File: src/rtl/voice_pkg.sv
// Shared types for the polyphonic voice allocator.
package voice_pkg;

    localparam int NOTE_W = 7;

    // Per-voice lifecycle; gate is high only in V_HELD.
    typedef enum logic [1:0] {
        V_IDLE    = 2'd0,
        V_RETRIG  = 2'd1,
        V_HELD    = 2'd2,
        V_RELEASE = 2'd3
    } vstate_e;

    // Note event as seen by the allocator after on/off arbitration.
    typedef struct packed {
        logic              on;
        logic              off;
        logic [NOTE_W-1:0] note;
    } note_ev_t;

    // Voice index width; at least one bit.
    function automatic int vw_of(input int n);
        return (n <= 2) ? 1 : $clog2(n);
    endfunction

endpackage

File: src/rtl/voice_slot.sv
// One voice: lifecycle state, latched note, and release-tail counter.
module voice_slot
    import voice_pkg::*;
#(
    parameter  int REL_TICKS = 4800,
    localparam int CW        = $clog2(REL_TICKS + 1)
) (
    input  logic              clk,
    input  logic              rst,
    input  logic              alloc,
    input  logic [NOTE_W-1:0] alloc_note,
    input  logic              off_match,
    input  logic              low_strobe,
    output vstate_e           state,
    output logic [NOTE_W-1:0] note,
    output logic              gate
);

    localparam logic [CW-1:0] LAST = CW'(REL_TICKS - 1);

    logic [CW-1:0] rel_cnt;

    // Voice FSM; gate is registered alongside the state so it equals (state == V_HELD).
    always_ff @(posedge clk) begin
        if (!rst) begin
            state   <= V_IDLE;
            note    <= '0;
            rel_cnt <= '0;
            gate    <= 1'b0;
        end else if (alloc) begin
            // Allocation beats note_off and strobes in the same cycle.
            note    <= alloc_note;
            rel_cnt <= '0;
            if (state == V_HELD || state == V_RETRIG) begin
                // Drop the gate for one clk so the envelope sees a new rising edge.
                state <= V_RETRIG;
                gate  <= 1'b0;
            end else begin
                state <= V_HELD;
                gate  <= 1'b1;
            end
        end else begin
            case (state)
                V_RETRIG: begin
                    if (off_match) begin
                        state   <= V_RELEASE;
                        rel_cnt <= '0;
                        gate    <= 1'b0;
                    end else begin
                        state <= V_HELD;
                        gate  <= 1'b1;
                    end
                end
                V_HELD: begin
                    if (off_match) begin
                        state   <= V_RELEASE;
                        rel_cnt <= '0;
                        gate    <= 1'b0;
                    end
                end
                V_RELEASE: begin
                    if (low_strobe) begin
                        if (rel_cnt == LAST) begin
                            state   <= V_IDLE;
                            rel_cnt <= '0;
                        end else begin
                            rel_cnt <= rel_cnt + 1'b1;
                        end
                    end
                end
                default: ;
            endcase
        end
    end

endmodule

File: src/rtl/voice_alloc.sv
// Polyphonic voice allocator: maps note events onto NUM_VOICES adsr gates,
// stealing the least-recently-allocated voice when none is free.
module voice_alloc
    import voice_pkg::*;
#(
    parameter  int NUM_VOICES = 4,
    parameter  int REL_TICKS  = 4800,
    localparam int VW         = vw_of(NUM_VOICES)
) (
    input  logic                         clk,
    input  logic                         rst,
    input  logic                         low_strobe,
    input  logic                         note_on,
    input  logic                         note_off,
    input  logic [NOTE_W-1:0]            note,
    output logic [NUM_VOICES-1:0]        gate,
    output logic [NOTE_W*NUM_VOICES-1:0] voice_note,
    output logic                         ev_valid,
    output logic [VW-1:0]                ev_voice,
    output logic                         ev_steal
);

    note_ev_t                              ev;
    vstate_e                               vst      [NUM_VOICES];
    logic     [NUM_VOICES-1:0][NOTE_W-1:0] vnote;
    logic     [NUM_VOICES-1:0][VW-1:0]     rank;
    logic     [NUM_VOICES-1:0]             alloc;
    logic     [NUM_VOICES-1:0]             off_match;

    logic          hit_ok, idle_ok, rel_ok, hld_ok;
    logic [VW-1:0] hit_sel, idle_sel, rel_sel, hld_sel;
    logic [VW-1:0] rel_rank, hld_rank;
    logic [VW-1:0] sel, old_rank;
    logic          sel_ok, steal;

    // note_on wins a same-cycle note_off.
    assign ev = '{on: note_on, off: note_off & ~note_on, note: note};

    // Packed voice-major layout puts voice i at bits [7i+6:7i].
    assign voice_note = vnote;

    for (genvar i = 0; i < NUM_VOICES; i++) begin : g_voice
        assign alloc[i]     = ev.on && sel_ok && (sel == VW'(i));
        assign off_match[i] = ev.off && (vst[i] == V_HELD || vst[i] == V_RETRIG)
                              && (vnote[i] == ev.note);

        voice_slot #(.REL_TICKS(REL_TICKS)) u_slot (
            .clk        (clk),
            .rst        (rst),
            .alloc      (alloc[i]),
            .alloc_note (ev.note),
            .off_match  (off_match[i]),
            .low_strobe (low_strobe),
            .state      (vst[i]),
            .note       (vnote[i]),
            .gate       (gate[i])
        );
    end

    // Priority voice selection: retrigger, lowest idle, oldest release, oldest held.
    always_comb begin
        hit_ok   = 1'b0;  hit_sel  = '0;
        idle_ok  = 1'b0;  idle_sel = '0;
        rel_ok   = 1'b0;  rel_sel  = '0;  rel_rank = '0;
        hld_ok   = 1'b0;  hld_sel  = '0;  hld_rank = '0;
        for (int i = 0; i < NUM_VOICES; i++) begin
            if (!hit_ok && vst[i] != V_IDLE && vnote[i] == ev.note) begin
                hit_ok  = 1'b1;
                hit_sel = VW'(i);
            end
            if (!idle_ok && vst[i] == V_IDLE) begin
                idle_ok  = 1'b1;
                idle_sel = VW'(i);
            end
            if (vst[i] == V_RELEASE && (!rel_ok || rank[i] < rel_rank)) begin
                rel_ok   = 1'b1;
                rel_rank = rank[i];
                rel_sel  = VW'(i);
            end
            // A RETRIG voice always carries the top rank, so including it never
            // changes the pick; it only guarantees a candidate always exists.
            if ((vst[i] == V_HELD || vst[i] == V_RETRIG) && (!hld_ok || rank[i] < hld_rank)) begin
                hld_ok   = 1'b1;
                hld_rank = rank[i];
                hld_sel  = VW'(i);
            end
        end

        sel    = '0;
        sel_ok = 1'b0;
        steal  = 1'b0;
        if (hit_ok) begin
            sel    = hit_sel;
            sel_ok = 1'b1;
        end else if (idle_ok) begin
            sel    = idle_sel;
            sel_ok = 1'b1;
        end else if (rel_ok) begin
            sel    = rel_sel;
            sel_ok = 1'b1;
            steal  = 1'b1;
        end else if (hld_ok) begin
            sel    = hld_sel;
            sel_ok = 1'b1;
            steal  = 1'b1;
        end
    end

    // Rank the chosen voice had before this allocation.
    always_comb begin
        old_rank = '0;
        for (int i = 0; i < NUM_VOICES; i++) begin
            if (alloc[i]) old_rank = rank[i];
        end
    end

    // Age ranking: the allocated voice becomes youngest, younger ones shift down.
    always_ff @(posedge clk) begin
        if (!rst) begin
            for (int i = 0; i < NUM_VOICES; i++) rank[i] <= VW'(i);
        end else if (ev.on && sel_ok) begin
            for (int i = 0; i < NUM_VOICES; i++) begin
                if (alloc[i])
                    rank[i] <= VW'(NUM_VOICES - 1);
                else if (rank[i] > old_rank)
                    rank[i] <= rank[i] - 1'b1;
            end
        end
    end

    // Allocation event report, one pulse per note_on.
    always_ff @(posedge clk) begin
        if (!rst) begin
            ev_valid <= 1'b0;
            ev_voice <= '0;
            ev_steal <= 1'b0;
        end else begin
            ev_valid <= ev.on && sel_ok;
            ev_steal <= ev.on && sel_ok && steal;
            if (ev.on && sel_ok) ev_voice <= sel;
        end
    end

endmodule

File: config.mk
export PLATFORM = sky130hd
export DESIGN_NAME = voice_alloc
export DESIGN_NICKNAME = d
export VERILOG_FILES = /design/src/rtl/voice_pkg.sv /design/src/rtl/voice_slot.sv /design/src/rtl/voice_alloc.sv
export SDC_FILE = /design/constraint.sdc
export NUM_CORES = 1
export LEC_CHECK = 0
export ABC_CLOCK_PERIOD_IN_PS = 6400
export BUFFER_PORTS_ARGS = -buffer_cell sky130_fd_sc_hd__buf_2
export CAP_MARGIN = 20
export CORE_UTILIZATION = 30
export DETAILED_ROUTE_END_ITERATION = 10
export PLACE_DENSITY = 0.54
export RECOVER_POWER = 25
export SYNTH_ARGS = -nofsm -noshare
export SYNTH_HDL_FRONTEND = slang
export SYNTH_SLANG_ARGS = --single-unit
File: constraint.sdc
create_clock -name clk -period 6.4 [get_ports clk]
set_input_delay 1.28 -clock clk [delete_from_list [all_inputs] [get_ports clk]]
set_output_delay 1.28 -clock clk [all_outputs]
set_load 0.01 [all_outputs]
* Yosys cells after proc, flatten, opt, wreduce, memory -nomap -nowiden
Index checks and enable logic that the tools add are counted.
** Word-level totals
- Bits in writable memories :: 0
- Flip-flop bits (word level) :: 104
- Output and inout bits :: 36
- Input bits :: 12
- Bits in latches :: 0
- ROM bits :: 0
- Word-level logic and storage cells :: 308
- Memories kept :: 0
** Operators by class
- $mul :: 0
- Equality and inequality tests :: 43
- Divide/modulo/power cells :: 0
- $lt $le $gt $ge :: 10
- Muxes and demuxes :: 120
- Shift-type cells :: 0
- Reductions and logical operators :: 101
- Add/subtract/negate cells :: 8
- Bitwise gates (word level) :: 3
** Operator list (count)
- 2-to-1 mux 13 bit :: 12
- one-hot mux 13 bit (2 select lines) :: 4
- 2-to-1 mux 2 bit :: 50
- adder 13 x 1 -> 13 bit, second input constant :: 4
- equality test 13 bit, second input constant :: 4
- 2-to-1 mux 1 bit :: 46
- logical AND 1 bit :: 30
- equality test 7 bit :: 4
- inequality test 3 x 1 -> 1 bit, second input constant :: 8
- one-hot mux 2 bit (3 select lines) :: 4
- nonzero test 2 bit :: 12
- equality test 2 bit, second input constant :: 10
- AND reduction 2 bit :: 8
- AND reduction 4 bit :: 4
- nonzero test 4 bit :: 4
- OR reduction 2 bit :: 8
- logical NOT 1 bit :: 12
- < comparator 2 bit :: 6
- inequality test 3 x 2 -> 1 bit, second input constant :: 4
- AND reduction 3 bit :: 4
- nonzero test 3 bit :: 4
- equality test 2 x 1 -> 1 bit, second input constant :: 5
- logical NOT 2 bit :: 5
- logical OR 1 bit :: 10
- other kinds (7) :: 23

* Logic depth before layout (Yosys ltp)
Gate-level depths: netlist of run 1.
- Word-level depth :: 28
- Gate-level depth with buffers :: 33
- Mapped depth without buffers :: 29

* By module
From an unflattened synthesis of run 1, not the netlist that was laid out.
** Second synthesis, totals
- Cells, all modules :: 786
- Area total of the unflattened synthesis :: 6956.7 um^2
** By module, submodules not included
- voice_slot :: times used 4, cells an instance 135, sequential area each 460.4 um^2, area each 1267.5 um^2
- voice_alloc :: times used 1, cells an instance 246, sequential area each 240.2 um^2, area each 1886.8 um^2

* Worst setup path before layout of run 1
OpenSTA, ideal clock, no wires.
- Path type :: flip-flop to flip-flop
- Start :: register g_voice[0].u_slot.state[1]
- End :: register rank[7] (netlist name)
- Setup time :: 0.136 ns
- Period minus slack after synthesis :: 5.731 ns
- Buffers on the path :: 4
- Data required time :: 6.264 ns
- Cell stages (with the launch flop) :: 31
- Path slack :: 0.669 ns
- Arrival time :: 5.595 ns
- Path through :: dfxtp_1 -> inv_1 -> ha_1 -> buf_2 -> buf_2 -> nand2_1 -> ha_1 -> a21boi_0 -> nand2_1 -> a31oi_1 -> ha_1 -> nor3b_1 -> a21o_1 -> nor2_1 -> nand2_1 -> o21ai_0 -> ha_1 -> nor2_1 -> o21ai_0 -> o31a_1 -> a2111oi_2 -> or3_1 -> buf_2 -> buf_2 -> nand3_1 -> a32o_1 -> ha_1 -> a21oi_1 -> a2111oi_0 -> xnor2_1 -> nand3_1
** Between the ends
- Longest elaborated chain between the ends :: 28
- Elaborated cells on any way between the ends :: 105
- Those cells by class :: 7 x order compare; 6 x eq/ne; 47 x mux; 45 x reduce/logical
** RTL lines
- start: declaration :: RTL line voice_slot.sv:14 : output vstate_e state,
- start signal: assignment :: RTL line voice_slot.sv:26 : state <= V_IDLE;
- start signal: assignment :: RTL line voice_slot.sv:36 : state <= V_RETRIG;
- start signal: assignment :: RTL line voice_slot.sv:39 : state <= V_HELD;
- equality test 2 bit or equality test 2 x 1 -> 1 bit (tied branches) :: RTL line voice_alloc.sv:82 : if ((vst[i] == V_HELD || vst[i] == V_RETRIG) && (!hld_ok || rank[i] < hld_rank)) begin
- logical OR 1 bit :: RTL line voice_alloc.sv:82
- 2-to-1 mux 2 bit or 2-to-1 mux 1 bit (tied branches) :: RTL line voice_alloc.sv:82
- < comparator 2 bit or logical NOT 1 bit (tied branches) :: RTL line voice_alloc.sv:82
- logical OR 1 bit :: RTL line voice_alloc.sv:82
- logical AND 1 bit :: RTL line voice_alloc.sv:82
- 2-to-1 mux 2 bit or 2-to-1 mux 1 bit (tied branches) :: RTL line voice_alloc.sv:82
- < comparator 2 bit or logical NOT 1 bit (tied branches) :: RTL line voice_alloc.sv:82
- [... 9 more ...]
- 2-to-1 mux 2 bit or 2-to-1 mux 1 bit (tied branches) :: RTL line voice_alloc.sv:95 : end else if (idle_ok) begin
- 2-to-1 mux 2 bit or 2-to-1 mux 1 bit (tied branches) :: RTL line voice_alloc.sv:92 : if (hit_ok) begin
- logical NOT 2 bit or logical AND 1 bit (tied branches) :: RTL line voice_alloc.sv:43, voice_alloc.sv:121
- logical AND 1 bit :: RTL line voice_alloc.sv:43 : assign alloc[i] = ev.on && sel_ok && (sel == VW'(i));
- 2-to-1 mux 2 bit (4 in series) :: RTL line voice_alloc.sv:113 : if (alloc[i]) old_rank = rank[i];
- > comparator 2 bit :: RTL line voice_alloc.sv:125 : else if (rank[i] > old_rank)
- nonzero test 2 bit (no line)
- AND reduction 2 bit (no line)
- end signal: indexed assignment :: RTL line voice_alloc.sv:124 : rank[i] <= VW'(NUM_VOICES - 1);
- end signal: indexed assignment :: RTL line voice_alloc.sv:126 : rank[i] <= rank[i] - 1'b1;
- end: declaration :: RTL line voice_alloc.sv:26 : logic [NUM_VOICES-1:0][VW-1:0] rank;
Several ways; a longest one is shown, not always the timed one.
A chain may end at the register's enable or synchronous reset.

* Worst setup path in the final report of run 1
- Start :: register g_voice[0].u_slot.state[1]
- End :: register rank[5] (netlist name)
Same word-level chain as after synthesis.

==> results of run 1 <==
==> cell type report <==
class	instances	area, um^2
Clock inverter	6	91.3
Multi-Input combinational cell	575	3970
Clock buffer	10	239
Tap cell	270	338
Sequential cell	104	2080
Timing Repair Buffer	54	244
Inverter	29	109
Fill cell	2200	13500
==> flip-flops by register name (all words and copies together) (netlist names) <==
signal                  flops
ev_valid                    1
rank                        8
g_voice.u_slot.state        8
g_voice.u_slot.rel_cnt     52
g_voice.u_slot.gate         4
ev_voice                    2
ev_steal                    1
g_voice.u_slot.note        28
==> worst max-delay path: stages (launching register included) <==
cell	delay, ns
dfxtp_1	0.40
inv_1	0.10
ha_1	0.30
nand2_1	0.06
ha_1	0.21
a21boi_0	0.24
nand2_1	0.13
a31oi_1	0.23
ha_1	0.28
nor3b_1	0.37
a21o_1	0.15
nor2_1	0.07
nand2_1	0.07
o21ai_0	0.08
ha_1	0.29
nor2_1	0.14
o21ai_0	0.12
o31a_1	0.16
a2111oi_2	0.43
or3_1	0.25
nand3_1	0.10
a32o_1	0.34
ha_1	0.34
a21oi_1	0.08
a2111oi_0	0.45
xnor2_1	0.18
nand3_1	0.09
==> cells by family after synthesis <==
kind of cell,after synthesis,share of synthesized area
DFF,104,0.326
AOI/OAI and AO/OA,118,0.135
buffers and inverters,68,0.0514
and+or+nand+nor,305,0.240
adders and majority gates,36,0.0706
xor gates and xnor gates,83,0.124
muxes,33,0.0528
==> cell usage in the layout (no fill, tap or decap), drive strengths merged, types with 5 or more instances in the layout <==
| master | Yosys | final |
|---|---|---|
| a2111oi | 7 | 7 |
| a211oi | 9 | 9 |
| a21oi | 20 | 20 |
| a31oi | 5 | 5 |
| and3 | 14 | 14 |
| buf | 28 | 19 |
| clkbuf | 11 | 45 |
| dfxtp | 104 | 104 |
| ha | 36 | 36 |
| inv | 29 | 30 |
| mux2i | 31 | 31 |
| nand2 | 87 | 87 |
| nand2b | 8 | 8 |
| nand3 | 41 | 41 |
| nand4 | 11 | 11 |
| nor2 | 85 | 85 |
| nor2b | 10 | 10 |
| nor3 | 14 | 14 |
| nor4 | 6 | 6 |
| o211ai | 6 | 6 |
| o21ai | 28 | 28 |
| or3 | 5 | 5 |
| xnor2 | 39 | 39 |
| xor2 | 44 | 44 |
==> routing by layer <==
| layer | wire (um) | vias to the layer above | global-route usage |
|---|---|---|---|
| li1 | - | 2645 | - |
| met1 | 7620 | 2422 | 0.196 |
| met3 | 639 | 19 | 0.0253 |
| met4 | 363 | 0 | 0.0655 |
| met2 | 6820 | 108 | 0.235 |
| met5 | 0 | - | 0 |
==> power breakdown <==
| group | leakage (uW) | switching (uW) | internal, uW | total, uW |
|---|---|---|---|---|
| clock network | 0.000163 | 260 | 356 | 616 |
| logic | 0.00171 | 714 | 465 | 1180 |
| registers | 0.000844 | 109 | 733 | 842 |
==> path summary, 6_finish.rpt <==
kind                              startpoint                        end  slack, ns  cells past startpoint
setup / recovery  g_voice[0].u_slot.state[1]                    rank[5]       0.60                     26
hold / removal     g_voice[1].u_slot.note[5]  g_voice[1].u_slot.note[5]       0.49                      2
setup reg to reg  g_voice[0].u_slot.state[1]                    rank[5]       0.60                     26
hold reg to reg    g_voice[1].u_slot.note[5]  g_voice[1].u_slot.note[5]       0.49                      2
==> metrics by stage <==
| stage | std cells | worst slack (ns) | hold slack, ns |
|---|---|---|---|
| final | 1048 | 0.605 | 0.486 |
| after global routing | 1048 | 0.0258 | 0.514 |
| after CTS | 1048 | 0.632 | 0.486 |
| after detailed placement | 1032 | 0.657 | 0.475 |
| after global placement | 1032 | 0.737 | 0.469 |
| after floorplan | 747 | 0.669 | 0.472 |
==> cells in the mapped netlist (5+ instances only) <==
cell	count
xor2_1	44
xnor2_1	35
a21oi_1	20
nand3_1	40
nand2_1	87
and3_1	14
nor3_1	13
nand2b_1	7
or3_1	5
o21ai_0	21
ha_1	36
o211ai_1	6
a211oi_1	5
mux2i_1	31
clkbuf_1	11
buf_4	5
nor2_1	84
nand4_1	10
nor2b_1	10
dfxtp_1	104
buf_2	19
inv_1	29
a31oi_1	5
o21ai_1	6
==> qor.csv, run 1 <==
metric,value,unit
number of synthesized register bits,104,
drt drc,0,
Root Driver,clkbuf_16,
clk buf depth,2,
Rows,52,
Routed WL,15400,um
dpl cell area,6790,um^2
First DRT Iteration DRCs,476,
I/O pin count,48,
class of the worst hold path,flip-flop to flip-flop,
"Setup violations, final",0,
Routed Antenna Nets,0,
setup TNS,0,ns
critical-path maximum fanout,5,
width of the die,148,um
"Setup Fix Bufs, Post-CTS",0,
pin slew with the least headroom to its limit,1.02,ns
Placer Congestion,0.889,
Final Slew Violations,0,
gr usage total,0.148,
Power per Cell Area,373,nW/um^2
RSZ-0062 raised after global routing,false,
vias,5194,
cts hold-fix bufs,0,
Max Cap Viol,0,
worst skew pair latency,0.36,ns
Worst slew margin,0.321,
Mapped Nets,795,
status,"finished, final reports clean",
maximum VDD drop,174,uV
drt pass-1 iters,5,
WP data required,6.62,ns
sequential share of the synthesized area,0.326,
Post-Synthesis Cells,747,
synth top area cells,"dfxtp_1 (33%), ha_1 (7.1%), xor2_1 (6.0%)",
Yosys top cell by area,dfxtp_1,
Final Hold Fails,0,
fmax,173,MHz
average cell area after synthesis,8.54,um^2
die footprint,21800,um^2
initial core utilization,0.310,
CTS tree,yes,
WP data arrival,6.02,ns
DR vias/cell,4.96,
Netlist cell types,78,
Port Buf Inserts,47,
layout cell share with drive strength beyond 1,0.0861,
final worst-path cycle share,0.905,
Post-synth top flop,dfxtp_1,
DR WL/cell,14.7,um
Post-Synthesis Cell Area,6380,um^2
vias in the first global route,5016,
Leak,0.00272,uW
crit end category,flip-flop,
largest net degree at the start of global routing,35,
final instance area,7070,um^2
shortest period the worst path allows,5.80,ns
Async SR Flop Fraction,0,
NumNets Final,821,
skew final,0.0124,ns
Antenna diodes,0,
die height,148,um
Area growth syn-to-layout,10.9,%
end-of-flow core utilization,0.344,
CTS Buf Count,9,
core area,20600,um^2
Post-synth EDFFs,0,
Syn. warnings,0,
CP Class,flip-flop to flip-flop,
Yosys top cell area share,0.326,
first-pass GRT wire length,25800,um
Worst-path clk slew,0.07,ns
Num Clock Sinks,104,
Design Power,2640,uW
initial antenna violation count,0,
Post-DP HPWL,11400,um
CTS resizes,0,
htree depth,3,
Critical Path Start Type,flip-flop,
global route overflow,0,
Note: power is estimated with default switching activity, not from simulation.
==> run 2, diff against run 1 <==
--- a/config.mk
+++ b/config.mk
@@ -5,12 +5,13 @@
 export SDC_FILE = /design/constraint.sdc
 export NUM_CORES = 1
 export LEC_CHECK = 0
+export ABC_AREA = 1
 export ABC_CLOCK_PERIOD_IN_PS = 6400
 export BUFFER_PORTS_ARGS = -buffer_cell sky130_fd_sc_hd__buf_2
 export CAP_MARGIN = 20
 export CORE_UTILIZATION = 30
 export DETAILED_ROUTE_END_ITERATION = 10
-export PLACE_DENSITY = 0.54
+export PLACE_DENSITY_LB_ADDON = 0.1
 export RECOVER_POWER = 25
 export SYNTH_ARGS = -nofsm -noshare
 export SYNTH_HDL_FRONTEND = slang
==> qor.csv, run 2 <==
metric,value,unit
Max Cap Viol,0,
worst skew pair latency,0.36,ns
Yosys top cell by area,dfxtp_1,
Post-DP HPWL,12500,um
"commonest non-fill, non-tap cell in the layout",nand2_1,
most common library cells after synthesis,"nand2_1 (161), inv_1 (127), dfxtp_1 (104)",
Post-synth top flop,dfxtp_1,
initial antenna violation count,0,
Hold Path Stages,2,
Placer Congestion,0.779,
Power per Cell Area,419,nW/um^2
Post-Synthesis Cells,905,
Antenna diodes,0,
largest net degree at the start of global routing,43,
Biggest register,g_voice.u_slot.rel_cnt,
Final Slew Violations,0,
clk buf depth,2,
Post-Synthesis Cell Area,6490,um^2
CTS resizes,0,
"Setup Fix Bufs, Post-CTS",0,
DR vias/cell,4.56,
Reg area,2080,um^2
Netlist cell types,45,
largest family of logic cells by synthesized area,simple AND/OR/NAND/NOR gates,
WP data arrival,5.55,ns
Port Buf Inserts,47,
pin slew with the least headroom to its limit,0.666,ns
core area,21100,um^2
Num Clock Sinks,104,
setup TNS,0,ns
drt drc,0,
Worst-path clk slew,0.08,ns
Design Power,3010,uW
die height,149,um
Compound-Gate Fraction of Synth Area,0.124,
Area growth syn-to-layout,10.7,%
CTS tree,yes,
XOR/XNOR Fraction of Synth Area,0.0513,
htree depth,3,
initial core utilization,0.308,
vias in the first global route,5389,
Mapped Nets,953,
Worst path max stage delay,0.41,ns
final worst-path cycle share,0.829,
R2R depth,38,
width of the die,149,um
end-of-flow core utilization,0.341,
adder-cell share of the synthesized area,0.0694,
WP data required,6.65,ns
dpl cells,1207,
Yosys top cell area share,0.321,
class of the worst hold path,flip-flop to flip-flop,
Synth Area in Simple Gates,0.327,
slowest CP cell,dfxtp_1,
skew final,0.0149,ns
Syn. warnings,0,
gr usage total,0.158,
most frequent cells in the layout,"nand2_1 (161), inv_1 (127), dfxtp_1 (104)",
DR WL/cell,13.4,um
non-filler cells in the finished layout,1224,
Async SR Flop Fraction,0,
status,"finished, final reports clean",
average cell area after synthesis,7.17,um^2
synth top area cells,"dfxtp_1 (32%), nand2_1 (9.3%), inv_1 (7.3%)",
cts hold-fix bufs,0,
Final Hold Fails,0,
critical-path maximum fanout,23,
fillers,2328,
number of synthesized register bits,104,
crit end category,flip-flop,
proportion of synthesized area in mux cells,0,
RSZ-0062 raised after global routing,false,
Largest regs,"g_voice.u_slot.rel_cnt: 52 flops, g_voice.u_slot.note: 28 flops",
Worst R2R Setup Slack,1.09,ns
Largest register FFs,52,
Routed WL,16500,um
sequential share of the synthesized area,0.321,
drt pass-1 iters,4,
footprint of the multi-input gates,3710,um^2
Rows,53,
Leak,0.00292,uW
Worst slew margin,0.555,
First DRT Iteration DRCs,200,
vias,5586,
layout cell share with drive strength beyond 1,0.120,
Place WS,1.05,ns
first-pass GRT wire length,27600,um
maximum VDD drop,160,uV
Critical Path Most Common Cell,nand2_1,
die footprint,22200,um^2
NumNets Final,992,
"crit path setup slack, layout",1.09,ns
Post-synth EDFFs,0,
global route overflow,0,
Critical Path Start Type,flip-flop,
I/O pin count,48,
fmax,188,MHz
Routed Antenna Nets,0,
Root Driver,clkbuf_16,
shortest period the worst path allows,5.31,ns
CP Class,flip-flop to flip-flop,
most frequent cell after synthesis,nand2_1,
"Setup violations, final",0,
CTS Buf Count,9,
run 2: changes by cell type after synthesis, sizes merged, moves of 26 or more:
cell,delta
inv,+110
nand2,+86
nor3,+42
o21ai,+37
a21oi,+34
mux2i,-31
nor2,+26
run 2: cells by family after synthesis:
logic type,after synthesis
simple gates,423
compound gates,142
xor+xnor,38
flops,104
fa+ha+maj,36
buf+inv,162
run 2: report_power, final:
group          internal, uW  switching (uW)  leakage, uW  total (uW)
logic                   529             981      0.00192        1510
registers               770             139     0.000846         909
clock network           290             298     0.000152         589
run 2: area by class of cell:
type,instances,share of cell area
clock buffer,10,0.0333
clock inverter,6,0.00940
inverter,139,0.0726
multi-input combinational,639,0.516
sequential,104,0.290
tap,275,0.0479
timing repair buffer,51,0.0308
run 2: critical path, delay by kind of cell (launching register included):
kind	cells	cell delay, ns
AND/OR/NAND/NOR	25	1.98
adder cells (fa/ha/maj)	5	1.59
AO/OA/AOI/OAI	4	0.66
flip-flops	1	0.41
buffers and inverters	3	0.40
XOR/XNOR	1	0.18
run 2: final timing paths:
path,start,endpoint
max,g_voice[0].u_slot.state[0],rank[5]
min,g_voice[1].u_slot.rel_cnt[1],g_voice[1].u_slot.rel_cnt[1]
max reg2reg,g_voice[0].u_slot.state[0],rank[5]
min reg2reg,g_voice[1].u_slot.rel_cnt[1],g_voice[1].u_slot.rel_cnt[1]
run 2: through the flow:
stage / hold WS (ns) / cell area (um^2)
2_1_floorplan: 0.456 / 6490
3_3_place_gp: 0.478 / 6910
3_5_place_dp: 0.476 / 6910
4_1_cts: 0.492 / 7220
5_1_grt: 0.515 / 7180
6_report: 0.495 / 7180
run 2: layer usage:
layer	global-route usage	routed length [um]
met4	0.0429	124
met5	0	0
met2	0.257	7480
met1	0.211	8360
met3	0.0303	486
==> run 3, diff against run 2 <==
--- a/config.mk
+++ b/config.mk
@@ -5,8 +5,8 @@
 export SDC_FILE = /design/constraint.sdc
 export NUM_CORES = 1
 export LEC_CHECK = 0
-export ABC_AREA = 1
-export ABC_CLOCK_PERIOD_IN_PS = 6400
+export ABC_AREA = 0
+export ABC_CLOCK_PERIOD_IN_PS = 5600
 export BUFFER_PORTS_ARGS = -buffer_cell sky130_fd_sc_hd__buf_2
 export CAP_MARGIN = 20
 export CORE_UTILIZATION = 30
==> constraint.sdc (replaced) <==
create_clock -name clk -period 5.6 [get_ports clk]
set_input_delay 1.12 -clock clk [delete_from_list [all_inputs] [get_ports clk]]
set_output_delay 1.12 -clock clk [all_outputs]
set_load 0.01 [all_outputs]
==> qor.csv, run 3 (synthesized netlist as in run 1, its figures left out) <==
metric,value,unit
I/O pin count,48,
DR WL/cell,16.2,um
Placer Congestion,0.910,
Root Driver,clkbuf_16,
dpl cells,1042,
CP Class,flip-flop to flip-flop,
Worst path max stage delay,0.37,ns
non-filler cells in the finished layout,1060,
skew final,0.00840,ns
vias in the first global route,5227,
pin slew with the least headroom to its limit,0.999,ns
Largest regs,"g_voice.u_slot.rel_cnt: 52 flops, g_voice.u_slot.note: 28 flops",
worst skew pair latency,0.35,ns
NumNets Final,832,
initial core utilization,0.310,
Post-DP HPWL,13000,um
hold wc startpoint,g_voice[3].u_slot.note[2],
crit-path leading delay family,compound AO/OA/AOI/OAI gates,
first-pass GRT wire length,27600,um
core area,20600,um^2
WP data arrival,5.59,ns
Routed WL,17200,um
gr usage total,0.161,
crit end category,flip-flop,
r2r endpoint,rank[1],
Worst-path clk slew,0.07,ns
largest net degree at the start of global routing,46,
die footprint,21800,um^2
drt drc,0,
initial antenna violation count,1,
Critical path buffers and inverters,1,
Hold Path Stages,2,
Worst R2R Setup Slack,0.21,ns
critical-path maximum fanout,6,
class of the worst hold path,flip-flop to flip-flop,
R2R depth,27,
layout cell share with drive strength beyond 1,0.118,
shortest period the worst path allows,5.39,ns
most frequent cells in the layout,"dfxtp_1 (104), nand2_1 (87), nor2_1 (84)",
status,"finished, final reports clean",
DR vias/cell,5.07,
worst reg2reg path startpoint,g_voice[0].u_slot.state[0],
Leak,0.00277,uW
CTS tree,yes,
drt pass-1 iters,5,
fmax,185,MHz
"commonest non-fill, non-tap cell in the layout",dfxtp_1,
cts hold-fix bufs,0,
fillers,2225,
Power per Cell Area,428,nW/um^2
Critical Path Start Type,flip-flop,
clk buf depth,2,
First DRT Iteration DRCs,317,
Worst slew margin,0.334,
Area growth syn-to-layout,13.3,%
"Setup violations, final",0,
Final Slew Violations,0,
Port Buf Inserts,47,
CTS Buf Count,9,
die height,148,um
Biggest register,g_voice.u_slot.rel_cnt,
Largest register FFs,52,
WP data required,5.80,ns
slowest CP cell,dfxtp_1,
Hold EP,g_voice[3].u_slot.note[2],
Num Clock Sinks,104,
maximum VDD drop,189,uV
vias,5379,
setup TNS,0,ns
Routed Antenna Nets,0,
width of the die,148,um
global route overflow,0,
htree depth,3,
Max Cap Viol,0,
final worst-path cycle share,0.963,
Final Hold Fails,0,
Rows,52,
Critical Path Most Common Cell,ha_1,
[run 3: changes by cell type in the layout (fill, tap and decap cells not counted), sizes merged, moves of 21 or more]
cell,before,now
nand2,173,87
mux2i,0,31
inv,144,32
xor2,23,44
xnor2,15,39
nor2,111,85
a21oi,54,20
nor3,56,14
o21ai,65,28
[run 3: worst max path at each step]
stage,startpoint,endpoint,slack [ns],cells past startpoint
6_report,g_voice[0].u_slot.state[0],rank[1],0.21,27
5_1_grt,g_voice[0].u_slot.state[0],rank[1],-0.07,27
2_1_floorplan,g_voice[0].u_slot.state[1],rank[7],-0.004,30
3_3_place_gp,g_voice[0].u_slot.state[0],rank[1],0.13,25
3_5_place_dp,g_voice[0].u_slot.state[0],rank[3],-0.15,24
4_1_cts,g_voice[0].u_slot.state[0],rank[1],0.02,25
[run 3: stage by stage]
stage	power [uW]	util	hold WS [ns]	worst slack, ns	instance area, um^2
2_1_floorplan	2000	-	0.472	-0.00417	6390
3_3_place_gp	2370	0.334	0.468	0.130	6870
3_5_place_dp	2390	0.334	0.482	-0.146	6870
4_1_cts	3080	0.350	0.493	0.0248	7190
5_1_grt	3330	0.352	0.509	-0.0732	7230
6_report	3090	0.352	0.492	0.208	7230
[run 3: repair_timing]
item / 4_1_cts / 5_1_grt
pin swaps: 0 / 5
resized for setup: 3 / 15
endpoints found under the setup margin: 6 / 8
setup buffers: 0 / 1
[run 3: worst reg2reg max path, cell delays in order, from the launching register on]
cell and delay, ns:
dfxtp_1 0.37, inv_1 0.10, ha_1 0.31, nand2_1 0.06, ha_1 0.29, nand3_1 0.08
nand2_1 0.13, nor2_1 0.07, a31oi_2 0.17, ha_1 0.28, nor3b_2 0.21, a21o_1 0.14
nor2_1 0.08, nand2_1 0.06, o21ai_1 0.06, ha_1 0.28, nor2_1 0.15, o21ai_0 0.14
o31a_1 0.19, a2111oi_4 0.36, or3_4 0.23, nand3_1 0.08, a32o_2 0.33, ha_1 0.35
a21oi_1 0.12, a2111oi_2 0.35, xnor2_1 0.16, a21oi_1 0.09
[run 3: power by group]
group,switching (uW),total (uW),internal (uW)
clock,303,655,353
combinational,902,1490,591
sequential,108,947,838
total,1310,3090,1780
[run 3: per-layer routing]
layer	wire length, um	GRT usage
met1	8360	0.216
met2	7510	0.249
met3	863	0.0306
met4	456	0.0696
met5	0	0
[run 3: cell type report]
| cell class | count | area [um^2] | area share |
|---|---|---|---|
| Antenna cell | 1 | 2.50 | 0.000346 |
| Clock buffer | 9 | 225 | 0.0312 |
| Clock inverter | 7 | 77.6 | 0.0107 |
| Inverter | 29 | 109 | 0.0151 |
| Multi-Input combinational cell | 575 | 4070 | 0.563 |
| Sequential cell | 104 | 2080 | 0.288 |
| Tap cell | 270 | 338 | 0.0467 |
| Timing Repair Buffer | 65 | 327 | 0.0452 |
